==> src/rtl/sram_dp_fill.sv <==
// Dual-port SRAM (one write, one read port) with a hardware fill engine that sweeps a constant value across the array.
// Optional macro SRAM_OUTREG_EN adds an output pipeline stage on o_rdata/o_rvalid (read latency 2).
module sram_dp_fill #(
  parameter int    ADDR_WIDTH = 8,
  parameter int    DATA_WIDTH = 8,
  parameter int    DEPTH      = 256,
  parameter string MEMFILE    = ""
) (
  input  logic                  i_clk,
  input  logic                  i_rst_n,
  input  logic [ADDR_WIDTH-1:0] i_waddr,
  input  logic                  i_write,
  input  logic [DATA_WIDTH-1:0] i_wdata,
  input  logic [ADDR_WIDTH-1:0] i_raddr,
  input  logic                  i_read,
  output logic [DATA_WIDTH-1:0] o_rdata,
  output logic                  o_rvalid,
  input  logic                  i_fill_start,
  input  logic [DATA_WIDTH-1:0] i_fill_data,
  output logic                  o_busy,
  output logic                  o_done
);

  typedef enum logic [1:0] {IDLE, FILL, DONE} fill_state_t;

  localparam logic [ADDR_WIDTH:0]   DEPTH_EXT = (ADDR_WIDTH+1)'(DEPTH);
  localparam logic [ADDR_WIDTH-1:0] LAST_ADDR = ADDR_WIDTH'(DEPTH - 1);

  logic [DATA_WIDTH-1:0] mem [0:DEPTH-1];

  fill_state_t           state;
  logic [ADDR_WIDTH-1:0] cnt;
  logic [DATA_WIDTH-1:0] fill_val;
  logic                  fill_we;
  logic                  user_we;
  logic                  raddr_ok;
  logic [DATA_WIDTH-1:0] rd_data;
  logic                  rd_valid;

  assign fill_we  = (state == FILL);
  assign user_we  = i_write && !o_busy && ({1'b0, i_waddr} < DEPTH_EXT);
  assign raddr_ok = ({1'b0, i_raddr} < DEPTH_EXT);

  always_ff @(posedge i_clk or negedge i_rst_n) begin
    if (!i_rst_n) begin
      state    <= IDLE;
      cnt      <= '0;
      fill_val <= '0;
      o_busy   <= 1'b0;
      o_done   <= 1'b0;
    end else begin
      case (state)
        IDLE: begin
          o_done <= 1'b0;
          if (i_fill_start) begin
            state    <= FILL;
            fill_val <= i_fill_data;
            cnt      <= '0;
            o_busy   <= 1'b1;
          end
        end
        FILL: begin
          // The last address is written on the same edge that leaves FILL.
          if (cnt == LAST_ADDR) begin
            state  <= DONE;
            o_busy <= 1'b0;
            o_done <= 1'b1;
          end else begin
            cnt <= cnt + 1'b1;
          end
        end
        DONE: begin
          state  <= IDLE;
          o_done <= 1'b0;
          cnt    <= '0;
        end
        default: begin
          state  <= IDLE;
          o_busy <= 1'b0;
          o_done <= 1'b0;
        end
      endcase
    end
  end

  // Array has no reset so contents survive i_rst_n.
  always_ff @(posedge i_clk) begin
    if (fill_we) begin
      mem[cnt] <= fill_val;
    end else if (user_we) begin
      mem[i_waddr] <= i_wdata;
    end
  end

  always_ff @(posedge i_clk or negedge i_rst_n) begin
    if (!i_rst_n) begin
      rd_data  <= '0;
      rd_valid <= 1'b0;
    end else begin
      rd_valid <= i_read;
      if (i_read) begin
        rd_data <= raddr_ok ? mem[i_raddr] : '0;
      end
    end
  end

`ifdef SRAM_OUTREG_EN
  logic [DATA_WIDTH-1:0] rd_data_q;
  logic                  rd_valid_q;

  always_ff @(posedge i_clk or negedge i_rst_n) begin
    if (!i_rst_n) begin
      rd_data_q  <= '0;
      rd_valid_q <= 1'b0;
    end else begin
      rd_data_q  <= rd_data;
      rd_valid_q <= rd_valid;
    end
  end

  assign o_rdata  = rd_data_q;
  assign o_rvalid = rd_valid_q;
`else
  assign o_rdata  = rd_data;
  assign o_rvalid = rd_valid;
`endif

endmodule

==> config.mk <==
export PLATFORM = sky130hd
export DESIGN_NAME = sram_dp_fill
export DESIGN_NICKNAME = d
export VERILOG_FILES = /design/src/rtl/sram_dp_fill.sv
export SDC_FILE = /design/constraint.sdc
export NUM_CORES = 2
export LEC_CHECK = 0
export BUFFER_PORTS_ARGS = -buffer_cell sky130_fd_sc_hd__buf_2
export CORE_ASPECT_RATIO = 1.25
export CORE_MARGIN = 4
export CORE_UTILIZATION = 30
export CTS_BUF_LIST = sky130_fd_sc_hd__clkbuf_8
export DETAILED_ROUTE_END_ITERATION = 8
export HOLD_SLACK_MARGIN = 0.12
export MAX_ROUTING_LAYER = met4
export PLACE_DENSITY = 0.42
export SETUP_SLACK_MARGIN = 0.15
export SYNTH_ARGS = -nofsm -noshare
export SYNTH_HDL_FRONTEND = slang
export SYNTH_SLANG_ARGS = --single-unit
==> constraint.sdc <==
create_clock -name i_clk -period 5.21 [get_ports i_clk]
set_clock_uncertainty 0.15 [all_clocks]
set_input_delay 0.7815 -clock i_clk [delete_from_list [all_inputs] [get_ports i_clk]]
set_output_delay 0.7815 -clock i_clk [all_outputs]
set_load 0.03 [all_outputs]
---- Word-level counts from Yosys, hierarchy flattened ----
Memories as Yosys holds them, arrays and structs flattened. A register that Yosys moved wholly into a read port is not among the register bits.
Index checks and enable logic that the tools add are counted.
storage, ports and cells
  register bits ........................... 21
  RAM bits ................................ 2048
  input port bits ......................... 37
  logic and storage cells ................. 44
  memories ................................ 1
cells by class
  add/subtract/negate cells ............... 1
  eq/ne operators ......................... 6
  mux-type cells .......................... 19
  bitwise gates (word level) .............. 1
  reduce and logical (&&, ||, !) cells .... 10
memory list
  name  depth  bits a word  rd ports  clocked after Yosys merged registers in  write ports  RTL line  source
  mem   256    8            1         1                                        1            29        logic [DATA_WIDTH-1:0] mem [0:DEPTH-1];
operators with widths
  operator                                                         number
  8-bit 2-to-1 mux                                                 4
  8-bit one-hot mux with 3 select lines                            1
  1-bit 2-to-1 mux                                                 10
  8-bit by 1-bit adder with 8-bit output, second input constant    1
  8-bit == test, second input constant                             1
  8-bit OR reduction                                               1
  3-bit AND reduction                                              2
  2-bit 2-to-1 mux                                                 2
  2-bit != test, second input constant                             2
  2-bit one-hot mux with 2 select lines                            1
  2-bit AND reduction                                              2
  1-bit one-hot mux with 3 select lines                            1
  3-bit nonzero test                                               1
  2-bit by 1-bit == test with 1-bit output, second input constant  1
  2-bit == test, second input constant                             1
  1-bit logical NOT                                                2
  2-bit logical NOT                                                1
  2-bit by 1-bit != test with 1-bit output, second input constant  1
  1-bit logical AND                                                1
  1-bit inverter                                                   1

---- Longest topological paths before layout ----
  depth after elaboration ................. 7
  gate-level depth with buffers ........... 13

---- Least setup slack after synthesis ----
Ideal clock, no wire load.
  path type ............................... input port to flip-flop
  start point ............................. input i_write
  end point ............................... memory mem[0][0] (data pin)
  library setup time ...................... 825 ps
  data arrival time ....................... 4711 ps
  required time ........................... 4235 ps
  slack ................................... -475 ps
  cell stages on the path ................. 6
  path buffers ............................ 2
  path through ............................ inv_1 -> nor3b_1 -> buf_2 -> buf_2 -> nand2_1 -> nand2_1
on the way
  longest elaborated chain between the ends .. 6
RTL lines
  what                                    RTL line  source
  start: declaration                      12        input logic i_write,
  1-bit logical AND                       41        assign user_we = i_write && !o_busy && ({1'b0, i_waddr} < DEPTH_EXT);
  1-bit 2-to-1 mux                        90        end else if (user_we) begin
  1-bit 2-to-1 mux                        88        if (fill_we) begin
  1-bit 2-to-1 mux (not written as such)  91        mem[i_waddr] <= i_wdata;
  8-bit OR reduction (no source line)     n/a
  8-bit 2-to-1 mux (no source line)       n/a
  end: declaration                        29
No other way between the ends.

---- Worst setup path after layout ----
  start point ............................. register state[1]
  end point ............................... memory mem[121][4] (enable)
on the way
  longest elaborated chain between the ends .. 5
  elaborated cells on any way between the ends .. 8
  those cells by class .................... eq/ne: 1; mux: 6; reduce/logical: 1
RTL lines
  what                                                                          RTL line  source
  start: declaration                                                            31        fill_state_t state;
  start signal: assignment                                                      46        state <= IDLE;
  start signal: assignment                                                      56        state <= FILL;
  start signal: assignment                                                      65        state <= DONE;
  2-bit by 1-bit == test with 1-bit output (*)                                  40        assign fill_we = (state == FILL);
  1-bit 2-to-1 mux                                                              88
  1-bit 2-to-1 mux (not written as such)                                        91
  8-bit OR reduction (no source line)                                           n/a
  8-bit 2-to-1 mux (no source line) / 1-bit 2-to-1 mux (equally long branches)  n/a
Mark *: on every way between the ends. The rest lies on a longest branch, timed or not.

==> impl_metrics.xml <==
<?xml version="1.0" encoding="UTF-8"?>
<metrics>
  <group name="synthesis">
    <metric name="synth.net_count" unit="">4204</metric>
    <metric name="synth_enable_flop_cells" unit="">2048</metric>
    <metric name="synthDominantAreaCellType" unit="">sky130_fd_sc_hd__edfxtp_1</metric>
    <metric name="async_flop_share" unit="">0.0140</metric>
    <metric name="postSynthRegisterBits" unit="">2077</metric>
    <metric name="synthTopCellsByArea" unit="">sky130_fd_sc_hd__edfxtp_1, sky130_fd_sc_hd__mux4_2, sky130_fd_sc_hd__mux2i_1, sky130_fd_sc_hd__mux4_1, sky130_fd_sc_hd__nor2_1</metric>
    <metric name="avgSynthCellArea" unit="µm²">19.7</metric>
    <metric name="proportion_of_synthesized_chip_area_in_sequential_cells" unit="">0.759</metric>
    <metric name="post_synth_num_cell_types" unit="">62</metric>
    <metric name="synth_top_cell_area_share" unit="">0.750</metric>
    <metric name="yosys_warnings" unit="">0</metric>
    <metric name="postSynthCellCount" unit="">4166</metric>
    <metric name="synth.cell_area" unit="µm²">82000</metric>
    <metric name="dominantRegCellSynth" unit="">sky130_fd_sc_hd__edfxtp_1</metric>
  </group>
  <group name="floorplan">
    <metric name="die_w" unit="µm">476</metric>
    <metric name="ioPinCount" unit="">48</metric>
    <metric name="floorplan.rows" unit="">214</metric>
    <metric name="design.die.area" unit="µm²">282000</metric>
    <metric name="floorplan.initialDensity" unit="">0.301</metric>
    <metric name="core_area" unit="µm²">272000</metric>
    <metric name="die_y" unit="µm">592</metric>
  </group>
  <group name="drt">
    <metric name="drt_pre_antenna_iters" unit="">5</metric>
    <metric name="routedWlPerCell" unit="µm">30.9</metric>
    <metric name="vias_per_cell" unit="">5.04</metric>
    <metric name="initialDrtViolationCount" unit="">3487</metric>
    <metric name="routed_wl" unit="mm">264</metric>
    <metric name="post_route_drc_violation_count" unit="">0</metric>
    <metric name="vias" unit="">43000</metric>
    <metric name="final_antenna_net_count" unit="">0</metric>
  </group>
  <group name="power">
    <metric name="power" unit="mW">39.9</metric>
    <metric name="power_density" unit="nW/µm²">423</metric>
    <metric name="power.leakage" unit="nW">30.9</metric>
    <metric name="vdd_ir_drop_max" unit="µV">1150</metric>
  </group>
  <group name="setup_path">
    <metric name="timing.critical_path.mode_cell" unit="">sky130_fd_sc_hd__buf_4</metric>
    <metric name="cp_max_fo" unit="">16</metric>
    <metric name="path_class" unit="">reg -&gt; reg</metric>
    <metric name="cell_with_the_biggest_individual_delay_on_the_critical_path" unit="">sky130_fd_sc_hd__nor2_1</metric>
    <metric name="crit_arrival" unit="ns">4.82</metric>
    <metric name="crit_chain" unit="">nand2b_1, nor3b_2, buf_4, nand3_1, o21ai_0, buf_4, nand2_1, nor2_1</metric>
    <metric name="cp-end-kind" unit="">flop</metric>
    <metric name="cp-start-kind" unit="">flop</metric>
    <metric name="critPathMaxStageDelay" unit="ns">0.96</metric>
    <metric name="critPathRequiredTime" unit="ns">5.65</metric>
  </group>
  <group name="placed_design">
    <metric name="dpl_cell_area" unit="µm²">88100</metric>
    <metric name="place.gp.congestion" unit="">0.812</metric>
    <metric name="port_buffers" unit="">47</metric>
    <metric name="hpwl" unit="mm">169</metric>
  </group>
  <group name="layout">
    <metric name="final_design_area_no_fill" unit="µm²">94400</metric>
    <metric name="synthToLayoutAreaGrowth" unit="%">15.2</metric>
    <metric name="drive_above_1_share" unit="">0.235</metric>
    <metric name="mostFrequentLayoutCells" unit="">sky130_fd_sc_hd__edfxtp_1, sky130_fd_sc_hd__mux2i_1, sky130_fd_sc_hd__clkbuf_8</metric>
    <metric name="fillerInstances" unit="">25800</metric>
    <metric name="layout.cells.most_common" unit="">sky130_fd_sc_hd__edfxtp_1</metric>
    <metric name="nets" unit="">4730</metric>
  </group>
  <group name="global_route">
    <metric name="global_route_wire_length_before_repair" unit="mm">368</metric>
    <metric name="grt_overflow_total" unit="">0</metric>
    <metric name="antenna_found_initial" unit="">13</metric>
    <metric name="grt_start_max_net_pins" unit="">128</metric>
    <metric name="number_of_global_route_vias_before_repair" unit="">45400</metric>
    <metric name="groute.usage.overall" unit="">0.191</metric>
  </group>
  <group name="timing">
    <metric name="timing_worst_slew_pin_value" unit="ns">1.41</metric>
    <metric name="finalWorstPathRequiredPeriod" unit="ns">4.38</metric>
    <metric name="relSlewSlack" unit="">0.0358</metric>
    <metric name="rsz0062_at_grt" unit="">no</metric>
    <metric name="total_of_endpoints_with_negative_setup_slack_in_the_final_report" unit="">0</metric>
    <metric name="hold_viol_final" unit="">0</metric>
    <metric name="achievable-frequency" unit="GHz">0.229</metric>
    <metric name="timing.hold.ws" unit="ns">0.319</metric>
    <metric name="min_period_over_period" unit="">0.840</metric>
    <metric name="timing.final.max_slew_violations" unit="">0</metric>
  </group>
  <group name="flow_run">
    <metric name="max_cap_viol_count" unit="">0</metric>
  </group>
  <group name="clocking">
    <metric name="max_clock_buf_depth" unit="">4</metric>
    <metric name="cts-buffers-inserted" unit="">347</metric>
    <metric name="cts_setup_buffers" unit="">0</metric>
    <metric name="clock_latency" unit="ns">0.98</metric>
    <metric name="cts.sinks" unit="">2077</metric>
    <metric name="h-tree-depth" unit="">5</metric>
    <metric name="tritoncts" unit="">built</metric>
    <metric name="cts_root_buffer" unit="">sky130_fd_sc_hd__clkbuf_8</metric>
    <metric name="clk_transition_reported_paths" unit="ns">0.06</metric>
  </group>
  <group name="status">
    <metric name="outcome" unit="">finished clean</metric>
  </group>
  <group name="min_path">
    <metric name="min_path_type" unit="">in -&gt; async</metric>
  </group>
</metrics>
-- registers in the layout, indices dropped and copies added (netlist names) --
| name | flops |
|---|---|
| cnt | 8 |
| fill_val | 8 |
| mem | 2048 |
| o_busy | 1 |
| o_done | 1 |
| o_rdata | 8 |
| o_rvalid | 1 |
| state | 2 |
-- cells in the mapped netlist (18+ instances only) --
library cell                number
sky130_fd_sc_hd__dfrtp_1        29
sky130_fd_sc_hd__nand2_1       138
sky130_fd_sc_hd__nand3_1        18
sky130_fd_sc_hd__nand2b_1       27
sky130_fd_sc_hd__buf_6          47
sky130_fd_sc_hd__mux2_2         33
sky130_fd_sc_hd__a21oi_1        75
sky130_fd_sc_hd__o21ai_0        69
sky130_fd_sc_hd__nor3_1         20
sky130_fd_sc_hd__a2111oi_0      28
sky130_fd_sc_hd__or2_2          18
sky130_fd_sc_hd__o22ai_1       116
sky130_fd_sc_hd__mux2i_1       399
sky130_fd_sc_hd__mux4_1         59
sky130_fd_sc_hd__buf_4          46
sky130_fd_sc_hd__nor2_1        275
sky130_fd_sc_hd__a211oi_1       32
sky130_fd_sc_hd__clkbuf_1       75
sky130_fd_sc_hd__buf_2          28
sky130_fd_sc_hd__mux4_2        260
sky130_fd_sc_hd__o221ai_1       83
sky130_fd_sc_hd__a221oi_1       49
sky130_fd_sc_hd__inv_1          21
sky130_fd_sc_hd__edfxtp_1     2048
-- through the flow --
step,TNS [ns],cells,util,worst slack (ns)
3_5_place_dp,0,7896,0.324,0.335
3_3_place_gp,-0.367,7895,0.324,-0.367
2_1_floorplan,0,4166,-,1.12
5_1_grt,0,8532,0.347,0.513
4_1_cts,0,8525,0.347,0.797
6_report,0,8538,0.347,0.834
-- power breakdown --
part / internal (mW) / switching (mW) / total (mW)
sequential: 21.1 / 0.102 / 21.2
clock: 6.62 / 6.75 / 13.4
combinational: 0.900 / 4.40 / 5.30
total: 28.7 / 11.3 / 39.9
-- final timing paths --
check / from / endpoint / slack, ns / cells after the start
min reg2reg: fill_val[0] / fill_val[0] / 0.35 / 1
max in group asynchronous: i_rst_n / o_rdata[1] / 4.04 / 3
max: state[1] / mem[121][4] / 0.83 / 8
max reg2reg: state[1] / mem[121][4] / 0.83 / 8
min: i_rst_n / state[1] / 0.32 / 3
min in group i_clk: fill_val[0] / fill_val[0] / 0.35 / 1
-- per-layer routing --
metal,global-route usage,vias up,part of all wire
li1,-,18300,-
met1,0.232,23100,0.41
met2,0.331,1237,0.52
met3,0.0275,364,0.043
met4,0.0551,0,0.030
met5,-,-,0
-- logic make-up after synthesis --
kind of cell | share of synthesized area
AOI/OAI and AO/OA | 0.0426
adders and majority gates | 0.000153
buffers and inverters | 0.0240
DFF | 0.759
muxes | 0.144
and+or+nand+nor | 0.0306
-- repair_timing --
action / 4_1_cts / 5_1_grt
hold buffers: 11 / 0
endpoints found under the hold margin: 39 / 0
gates resized for setup: 0 / 0
-- cell type report --
type                       instances  area, µm²  share of cell area
multi-input combinational       1821      18000               0.191
inverter                          21       83.8            0.000888
tap                             3564       4460              0.0472
clock buffer                     354       4870              0.0516
timing repair buffer             424       3460              0.0366
antenna                           13       32.5            0.000345
clock inverter                   264       1290              0.0137
sequential                      2077      62200               0.659
-- worst max-delay path: cells and delay by family (launching register included) --
kind / cells / cell delay [ns]
simple gates: 5 / 2.79
buf+inv: 2 / 0.50
flops: 1 / 0.38
compound gates: 1 / 0.11
No activity file was read; power rests on OpenSTA's default activity.
